### config.mk
export PLATFORM = sky130hd
export DESIGN_NAME = udp_receive_handler
export DESIGN_NICKNAME = d
export VERILOG_FILES = /design/src/rtl/udp_receive_handler.sv
export SDC_FILE = /design/constraint.sdc
export NUM_CORES = 1
export LEC_CHECK = 0
export BUFFER_PORTS_ARGS = -buffer_cell sky130_fd_sc_hd__buf_2
export CORE_MARGIN = 3
export CORE_UTILIZATION = 30
export CTS_CLUSTER_DIAMETER = 80
export CTS_CLUSTER_SIZE = 28
export DETAILED_ROUTE_END_ITERATION = 10
export GPL_TIMING_DRIVEN = 1
export SYNTH_ARGS = -nofsm -noshare
export SYNTH_HDL_FRONTEND = slang
export SYNTH_SLANG_ARGS = --single-unit
### constraint.sdc
create_clock -name clock -period 2.24 [get_ports clock]
set_clock_uncertainty 0.1 [all_clocks]
set_input_delay 0.448 -clock clock [delete_from_list [all_inputs] [get_ports clock]]
set_output_delay 0.448 -clock clock [all_outputs]
set_load 0.03 [all_outputs]
### src/rtl/udp_receive_handler.sv
// Serializes a decoded UDP packet (header fields plus payload) into the 9-bit
// virtual-port byte stream; bit 8 flags the first byte. Oversized packets are drained silently.
module udp_receive_handler #(
    parameter int unsigned MAXIMUM_UDP_DATA_SIZE = 1472
) (
    input  logic        clock,
    input  logic        reset_n,
    input  logic        header_valid,
    output logic        header_ready,
    input  logic [47:0] mac_source,
    input  logic [31:0] ipv4_source,
    input  logic [15:0] udp_source,
    input  logic [15:0] udp_destination,
    input  logic [15:0] udp_data_size,
    input  logic [7:0]  udp_data,
    input  logic        udp_data_valid,
    output logic        udp_data_ready,
    output logic [8:0]  data,
    output logic        data_valid,
    input  logic        data_ready,
    output logic        data_last,
    output logic        oversize_drop,
    output logic        ready
);

    typedef enum logic [1:0] {
        S_IDLE,
        S_SEND_HEADER,
        S_SEND_PAYLOAD,
        S_DRAIN
    } state_t;

    localparam logic [15:0] MAX_SIZE = 16'(MAXIMUM_UDP_DATA_SIZE);

    state_t        state_reg;
    state_t        state_next;
    logic [127:0]  header_reg;
    logic [15:0]   count_reg;
    logic [3:0]    hdr_cnt_reg;

    logic          load_en;
    logic          header_xfer;
    logic          payload_xfer;
    logic          oversize;

    // The output register can take a new byte when empty or being emptied this cycle.
    assign load_en      = !data_valid || data_ready;
    assign oversize     = udp_data_size > MAX_SIZE;
    assign header_xfer  = header_valid && header_ready;
    assign payload_xfer = udp_data_valid && udp_data_ready;

    always_ff @(posedge clock) begin
        if (!reset_n) begin
            state_reg <= S_IDLE;
        end else begin
            state_reg <= state_next;
        end
    end

    always_comb begin
        state_next = state_reg;
        case (state_reg)
            S_IDLE: begin
                if (header_xfer) begin
                    state_next = oversize ? S_DRAIN : S_SEND_HEADER;
                end
            end
            S_SEND_HEADER: begin
                if (load_en && hdr_cnt_reg == 4'd15) begin
                    state_next = (count_reg != 16'd0) ? S_SEND_PAYLOAD : S_IDLE;
                end
            end
            S_SEND_PAYLOAD: begin
                if (payload_xfer && count_reg == 16'd1) begin
                    state_next = S_IDLE;
                end
            end
            S_DRAIN: begin
                if (payload_xfer && count_reg == 16'd1) begin
                    state_next = S_IDLE;
                end
            end
            default: state_next = S_IDLE;
        endcase
    end

    always_comb begin
        header_ready   = 1'b0;
        udp_data_ready = 1'b0;
        ready          = 1'b0;
        case (state_reg)
            S_IDLE: begin
                header_ready = !data_valid;
                ready        = !data_valid;
            end
            S_SEND_PAYLOAD: udp_data_ready = load_en;
            S_DRAIN:        udp_data_ready = 1'b1;
            default:        ;
        endcase
    end

    always_ff @(posedge clock) begin
        if (!reset_n) begin
            data          <= '0;
            data_valid    <= 1'b0;
            data_last     <= 1'b0;
            oversize_drop <= 1'b0;
            header_reg    <= '0;
            count_reg     <= '0;
            hdr_cnt_reg   <= '0;
        end else begin
            oversize_drop <= 1'b0;
            if (data_valid && data_ready) begin
                data_valid <= 1'b0;
                data_last  <= 1'b0;
            end
            case (state_reg)
                S_IDLE: begin
                    if (header_xfer) begin
                        // Byte 0 goes straight to the output; the register keeps bytes 1..15 MSB-aligned.
                        header_reg  <= {mac_source[39:0], ipv4_source, udp_source,
                                        udp_destination, udp_data_size, 8'h00};
                        count_reg   <= udp_data_size;
                        hdr_cnt_reg <= 4'd0;
                        if (!oversize) begin
                            data        <= {1'b1, mac_source[47:40]};
                            data_valid  <= 1'b1;
                            data_last   <= 1'b0;
                            hdr_cnt_reg <= 4'd1;
                        end
                    end
                end
                S_SEND_HEADER: begin
                    if (load_en) begin
                        data        <= {1'b0, header_reg[127:120]};
                        data_valid  <= 1'b1;
                        data_last   <= (hdr_cnt_reg == 4'd15) && (count_reg == 16'd0);
                        header_reg  <= {header_reg[119:0], 8'h00};
                        hdr_cnt_reg <= hdr_cnt_reg + 4'd1;
                    end
                end
                S_SEND_PAYLOAD: begin
                    if (payload_xfer) begin
                        data       <= {1'b0, udp_data};
                        data_valid <= 1'b1;
                        data_last  <= (count_reg == 16'd1);
                        if (count_reg != 16'd0) begin
                            count_reg <= count_reg - 16'd1;
                        end
                    end
                end
                S_DRAIN: begin
                    if (payload_xfer && count_reg != 16'd0) begin
                        count_reg <= count_reg - 16'd1;
                        if (count_reg == 16'd1) begin
                            oversize_drop <= 1'b1;
                        end
                    end
                end
                default: ;
            endcase
        end
    end

endmodule

# Word-level counts from Yosys, hierarchy flattened

Index checks and enable logic that the tools add are counted.

Flip-flop bits (word level): 162
Logic and storage cells: 83
Output and inout bits: 15
Input bits: 141

Muxes and demuxes: 38
Magnitude comparators: 1
Add/sub/neg operators: 2
Reductions and logical operators: 21
Eq/ne operators: 13

Operator list:

| cell                  | number |
|---|---|
| $mux 128              | 2 |
| $pmux 128 s2          | 1 |
| $mux 16               | 4 |
| $pmux 16 s3           | 1 |
| $mux 9                | 4 |
| $pmux 9 s3            | 1 |
| $eq 16x1->1 const B   | 1 |
| $gt 16x11->1 const B  | 1 |
| $logic_not 16->1      | 1 |
| $reduce_bool 16->1    | 1 |
| $sub 16x1->16 const B | 1 |
| $ne 2x2->1 const B    | 7 |
| $mux 1                | 13 |
| $mux 2                | 5 |
| $reduce_and 5->1      | 2 |
| $reduce_and 3->1      | 3 |
| $mux 4                | 2 |
| $pmux 4 s2            | 1 |
| $logic_and 1x1->1     | 7 |
| $pmux 1 s3            | 2 |
| $pmux 2 s3            | 1 |
| $reduce_bool 3->1     | 2 |
| $add 4x1->4 const B   | 1 |
| $eq 2x2->1 const B    | 2 |
| 9 further kinds       | 9 |

# Longest topological paths before layout

Gate-level depths: netlist of the first run.

Depth in word-level cells: 7
Mapped depth: 9
Mapped depth without buffers: 7

# Worst setup path after synthesis of the first run

OpenSTA, ideal clock, no wires.

Kind: register -> register
Start point: register state_reg[0]
End point: register hdr_cnt_reg[0]
Setup time: 0.074 ns
Stages on the path, launching flop included: 9
Data arrival time: 1.903 ns
Clock period less this slack: 2.077 ns
Path slack: 0.163 ns
Buffers on the path: 1
Required time: 2.066 ns
Cell sequence: dfxtp_1 -> inv_1 -> ha_1 -> buf_2 -> nor2b_1 -> nand2_1 -> nor2_1 -> nand2_1 -> a31oi_1

Longest elaborated chain between the ends: 5
Elaborated cells on any way between the ends: 9
Classes of those cells: 3 x eq/ne; 2 x mux; 4 x reduce/logical

Ends and longest elaborated chain:

| item                              | RTL line | RTL |
|---|---|---|
| from (decl)                       | 35       | `state_t state_reg;` |
| from (signal assigned)            | 56       | `state_reg <= state_next;` |
| $logic_not 2->1                   | 91       | `case (state_reg)` |
| $mux 1                            | 91       |  |
| via header_ready                  | 9        | `output logic header_ready,` |
| $logic_and 1x1->1                 | 49       | `assign header_xfer = header_valid && header_ready;` |
| $ne 2x2->1 (no source line)       | -        |  |
| $reduce_and 3->1 (no source line) | -        |  |
| to (signal assigned)              | 139      | `hdr_cnt_reg <= hdr_cnt_reg + 4'd1;` |
| to (decl)                         | 39       | `logic [3:0] hdr_cnt_reg;` |

The timed path passes the listed nets, and every way through them passes these cells.
A chain may end at the register's enable or synchronous reset.

# Worst setup path after layout of the first run

Start point: register state_reg[1]
End point: output port ready

Longest elaborated chain between the ends: 2

Ends and longest elaborated chain:

| item            | RTL line | RTL |
|---|---|---|
| $logic_not 2->1 | 91       |  |
| $mux 1          | 91       |  |
| to (decl)       | 23       | `output logic ready` |

No other way between the ends.

==> results of run 1 <==
==> worst max-delay path by stage <==
stage | slack, ns | to | cells after the start
finish | 0.13 | ready | 4
global route | 0.008 | ready | 4
CTS | 0.008 | header_ready | 4
detailed placement | 0.16 | header_reg[48]$_SDFFE_PN0P_ | 8
global placement | 0.21 | data_last$_SDFF_PN0_ | 6
floorplan | 0.16 | hdr_cnt_reg[0]$_SDFFE_PN0P_ | 8
==> cells in the mapped netlist (2+ instances only) <==
cell type	count	area share
buf_4	2	0.0020
a21oi_1	33	0.022
nor3b_1	2	0.0020
o32ai_1	10	0.012
nand3_1	7	0.0047
o32ai_2	2	0.0044
nor4_1	5	0.0042
clkbuf_1	38	0.019
buf_2	24	0.016
o21ai_0	6	0.0040
or3_1	2	0.0017
and3_1	3	0.0025
inv_1	8	0.0040
o31ai_1	2	0.0020
a22oi_1	20	0.020
xor2_1	2	0.0024
or4_1	2	0.0020
buf_1	8	0.0040
nor2_1	142	0.072
nor4_4	2	0.0057
o211ai_1	9	0.0091
nand2b_1	4	0.0034
and2_1	2	0.0017
a211oi_1	113	0.11
o22ai_1	4	0.0034
nand2_1	50	0.025
ha_1	7	0.012
dfxtp_1	154	0.41
nor3_1	6	0.0040
mux2i_1	122	0.16
nand4_1	3	0.0025
a31oi_1	4	0.0034
o21a_1	3	0.0030
nor2b_1	4	0.0034
==> placed cells by master, fill, tap and decap left out, types with 3 or more instances in the layout <==
master	n
a211oi_1	113
a21oi_1	32
a22oi_1	20
a31oi_1	4
and3_1	3
buf_12	11
buf_2	154
buf_4	24
clkbuf_16	17
clkinvlp_4	4
dfxtp_1	154
ha_1	4
inv_1	7
mux2i_1	122
nand2_1	50
nand2b_1	4
nand3_1	7
nand4_1	3
nor2_1	142
nor3_1	6
nor4_1	5
o211ai_1	9
o21a_1	3
o21ai_0	6
o22ai_1	4
o32ai_1	10
==> stage by stage <==
stage          power (mW)  worst slack [ns]
2_1_floorplan       8.592            0.1629
3_3_place_gp        10.17            0.2069
3_5_place_dp        10.28            0.1634
4_1_cts             13.06          0.007970
5_1_grt             13.93          0.008084
6_report            12.95            0.1254
==> kinds of logic after synthesis <==
logic type	after synthesis
flip-flops	154
XOR/XNOR	2
adder cells (fa/ha/maj)	7
AND/OR/NAND/NOR	247
buffers and inverters	81
AO/OA/AOI/OAI	215
multiplexers	122
==> tightest hold or removal path, cell delays in order <==
cell and delay, ns:
buf_2 0.11, a22oi_1 0.07, nor2_1 0.08
==> area by class of cell <==
type | instances | area [sq um] | area share
Clock inverter | 10 | 96.34 | 0.01037
Timing Repair Buffer | 190 | 1179 | 0.1269
Clock buffer | 20 | 446.7 | 0.04810
Sequential cell | 154 | 3083 | 0.3320
Inverter | 8 | 32.53 | 0.003503
Multi-Input combinational cell | 593 | 4044 | 0.4355
Tap cell | 324 | 405.4 | 0.04365
==> power groups by stage <==
stage / clock network, mW / logic (mW) / registers [mW]
finish: 2.75 / 5.66 / 4.54
global route: 2.95 / 6.29 / 4.69
CTS: 2.82 / 5.68 / 4.55
detailed placement: 0 / 5.66 / 4.62
global placement: 0 / 5.59 / 4.58
floorplan: 0 / 4.06 / 4.53
==> routing by layer <==
| metal | vias up | routed length, microns | GRT usage | part of all wire |
|---|---|---|---|---|
| met2 | 171 | 9131 | 0.2319 | 0.45 |
| met4 | 0 | 311 | 0.05383 | 0.015 |
| met5 | - | 0 | 0 | 0 |
| met1 | 3010 | 9811 | 0.2090 | 0.48 |
| li1 | 3333 | - | - | - |
| met3 | 16 | 1039 | 0.02739 | 0.051 |
==> timing repair <==
item / in CTS / in global routing
endpoints found under the hold margin: 0 / 0
endpoints found under the setup margin: 1 / 21
resized for setup: 1 / 5
==> results.yml, run 1 <==
placed_design:
  place_hpwl_microns: 14310
  dp.cells: 1269
  dpl_cell_area_sq_um: 8727
  io_buffers: 155
  place.gp.congestion: 0.8200
pwr:
  leakage_nw: 3.570
  peakVddDrop_mv: 0.5192
  seqPwrFrac: 0.350
  p_clk_frac: 0.212
  p_sw_frac: 0.3898
  power.internal_mw: 7.901
  switchingPower_mw: 5.047
  power_density_nw_per_um2: 1394
  comb_power_share: 0.437
worst_hold_path:
  min_path_cells: 3
  hold_start: "udp_data_size[1]"
  holdPathEnd: "header_reg[9]$_SDFFE_PN0P_"
  hold_class: "in2reg"
die:
  rows: 57
  ios: 156
  initial_utilization: 0.3060
  die_y_microns: 163.5
  die-area_sq_um: 26730
  core_area_sq_um: 24320
  die_x_microns: 163.5
sta:
  hold_viol: 0
  holdWs_ns: 0.2220
  period_share: 0.9440
  worst_slew_pin_slew_ns: 0.6445
  setup_viol: 0
  fmax_ghz: 0.4729
  rsz0062_at_grt: "no"
  max-slew-margin-rel: 0.5704
  min_period_ns: 2.115
  slew_viol_final: 0
  setup_tns_ns: 0
critical_path:
  worstPathRequired_ns: 1.69
  critPathLaunch: "state_reg[1]$_SDFFE_PN0P_"
  end_kind: "primary output"
  reg2reg_slack_ns: 0.14
  worstSetupPathType: "reg2out"
  crit_chain: "inv_1 > ha_2 > nor2b_2 > buf_2"
  crit_family: "flip-flops"
  crit_path_max_fanout: 7
  critPathSlowestCell: "dfxtp_1"
  r2r_end: "data_last$_SDFF_PN0_"
  crit_buf_inv: 2
  arrival_ns: 1.57
  r2r_start: "count_reg[0]$_SDFFE_PN0P_"
  rr_worst_depth: 6
  startpoint_type: "flip-flop"
  slowest_delay_ns: 0.34
drt:
  drt_wl_total_microns: 20290
  dr.pass1.iters: 5
  ant_nets: 0
  vias_per_cell: 5.027
  wire_per_inst_microns: 15.62
  drt_iter0_drc: 413
  vias: 6530
  route.detailed.drc: 0
clock_tree:
  cts_sinks: 154
  cts_made_buffers: 17
  h-tree-depth: 4
  clk_latency_ns: 0.42
  clockBufferDepth: 2
  cts_hold_buf: 0
  cts_root_buffer: "clkbuf_16"
  cts_tree: "done"
  clk_pin_slew_ns: 0.06
  cts_setup_buffers: 0
logic_synthesis:
  synth_seq_cells: 154
  yosys.area_share.simple: 0.1522
  synth_top_flop_cell: "dfxtp_1"
  synth_cells: 828
  synth_fa_ha_area_frac: 0.01177
  yosysWarnings: 0
  synth_area_sq_um: 7442
  synth-xor-area-share: 0.002354
  syn_area_per_cell_sq_um: 8.988
  synth_nets: 976
  synth_edf_count: 0
  synth-compound-area-share: 0.2085
  yosysSeqAreaShare: 0.4143
  synth.distinct_cells: 57
  synth-async-reset-ratio: 0
  synth_top_family_by_area: "compound AO/OA/AOI/OAI gates"
  synth.area.mux_share: 0.1641
layout:
  nets: 1112
  drive_gt1_frac: 0.2462
  largest_reg_flops: 120
  diodes: 0
  post-route-util: 0.3818
  area_delta_synth_final_pct: 24.78
  fill_cells: 2499
  design_area_sq_um: 9286
  layout.cells.non_filler: 1299
grt:
  antenna_found_initial: 0
  grt_pass1_wl_microns: 32210
  first_global_vias: 6172
  grt_usage: 0.1500
  grt_overflow: 0
  grt_max_degree: 90
flow_run:
  cap_violations: 0
outcome:
  outcome: "completed"
(Power assumes the default switching activity.)
==> run 2: changes to the inputs <==
CORE_UTILIZATION = 55   (was 30)
PLACE_DENSITY_LB_ADDON = 0.12   (was unset)
==> results.yml, run 2 (same netlist as run 1, synthesis figures left out) <==
sta:
  fmax_ghz: 0.4502
  setup_tns_ns: 0
  max-slew-margin-rel: 0.7175
  hold_viol: 0
  worst_slew_pin_slew_ns: 0.4237
  setup_viol: 0
  min_period_ns: 2.221
  period_share: 0.9915
  slew_viol_final: 0
critical_path:
  arrival_ns: 1.67
  crit_path_max_fanout: 4
  worstPathRequired_ns: 1.69
  rr_worst_depth: 8
  startpoint_type: "flip-flop"
  end_kind: "primary output"
  worstSetupPathType: "reg2out"
layout:
  drive_gt1_frac: 0.2454
  layout.cells.non_filler: 1142
  post-route-util: 0.7077
  layout_common_cells: "buf_2 (155), dfxtp_1 (153), nor2_1 (142)"
  diodes: 0
  nets: 1105
  area_delta_synth_final_pct: 22.93
  final_common_cell: "buf_2"
  design_area_sq_um: 9149
  largest_reg_flops: 120
grt:
  grt_overflow: 0
  grt_max_degree: 74
  grt_pass1_wl_microns: 30150
  antenna_found_initial: 0
  first_global_vias: 6410
  grt_usage: 0.2478
outcome:
  outcome: "completed"
die:
  rows: 41
  die_x_microns: 122.3
  die-area_sq_um: 14960
  core_area_sq_um: 12930
  initial_utilization: 0.5757
  ios: 156
  die_y_microns: 122.3
clock_tree:
  clockBufferDepth: 2
  h-tree-depth: 4
  cts_made_buffers: 17
  clk_latency_ns: 0.42
  cts_root_buffer: "clkbuf_16"
  cts_tree: "done"
  cts_sinks: 154
  clk_pin_slew_ns: 0.07
pwr:
  total_power_mw: 13.26
  leakage_nw: 3.601
  power_density_nw_per_um2: 1450
  peakVddDrop_mv: 0.7327
drt:
  vias_per_cell: 5.777
  wl_met3_microns: 1195
  routed.top_layer: "met4"
  wl_met1_microns: 8180
  ant_nets: 0
  drt_iter0_drc: 588
  wire_per_inst_microns: 16.46
  wl_met2_microns: 9009
  dr.pass1.iters: 5
  vias: 6597
  drt_wl_total_microns: 18790
  route.detailed.drc: 0
worst_hold_path:
  min_path_cells: 3
  hold_class: "in2reg"
placed_design:
  dp.cells: 1109
  place_hpwl_microns: 13100
  io_buffers: 155
  dpl_cell_area_sq_um: 8464
  place.gp.congestion: 0.8897
flow_run:
  cap_violations: 0
-- run 2: cell types whose count changed in the layout (fill, tap and decap cells not counted), moves of 2 or more --
cell and delta:
bufinv_16 +3, clkinvlp_4 -4, ha_2 -2, buf_4 -7, inv_6 +4, clkbuf_1 -2
-- run 2: final cells by class --
type	count	area [sq um]
flip-flops and latches	154	3084
clock buffers	18	439.2
repair buffers	183	1115
well taps	172	215.2
inverters	8	32.53
multi-input cells	593	4056
fillers	1054	3779
clock inverters	14	206.4
-- run 2: per-layer routing --
layer / up-vias / GRT usage
li1: 3302 / -
met1: 3045 / 0.3220
met2: 212 / 0.4047
met3: 38 / 0.06221
met4: 0 / 0.08118
met5: - / 0
-- run 2: where the power goes --
part	total, mW	internal [mW]	switching (mW)	leakage [nW]
Combinational	5.58	2.38	3.21	2.01
Sequential	4.56	3.86	0.691	1.27
Clock	3.12	1.93	1.20	0.319
-- run 2: stage by stage --
step,setup slack (ns),hold WS (ns)
2_1_floorplan,0.1629,0.3492
3_3_place_gp,0.1968,0.3450
3_5_place_dp,-0.005791,0.3517
4_1_cts,-0.01970,0.1953
5_1_grt,-0.03305,0.2381
6_report,0.01901,0.2187
-- run 2: path summary, 6_finish.rpt --
check        slack (ns)                      start                     endpoint
max                0.02  state_reg[0]$_SDFFE_PN0P_               udp_data_ready
min                0.22           udp_data_size[7]  header_reg[15]$_SDFFE_PN0P_
min reg2reg        0.36       data[6]$_SDFFE_PN0P_         data[6]$_SDFFE_PN0P_
max reg2reg        0.11  state_reg[1]$_SDFFE_PN0P_         data[5]$_SDFFE_PN0P_
-- run 2: timing repair --
action	CTS	global route
buffers inserted	0	1
hold buffers	0	0
gates resized for setup	3	5
endpoints found under the setup margin	5	22
hold endpoints to repair	0	0
pin swaps	0	1
-- run 2: critical path, cell delays in order, from the launching register on --
cell and delay, ns:
dfxtp_2 0.38, inv_1 0.10, ha_1 0.28, a21oi_2 0.19, inv_1 0.11, buf_2 0.19
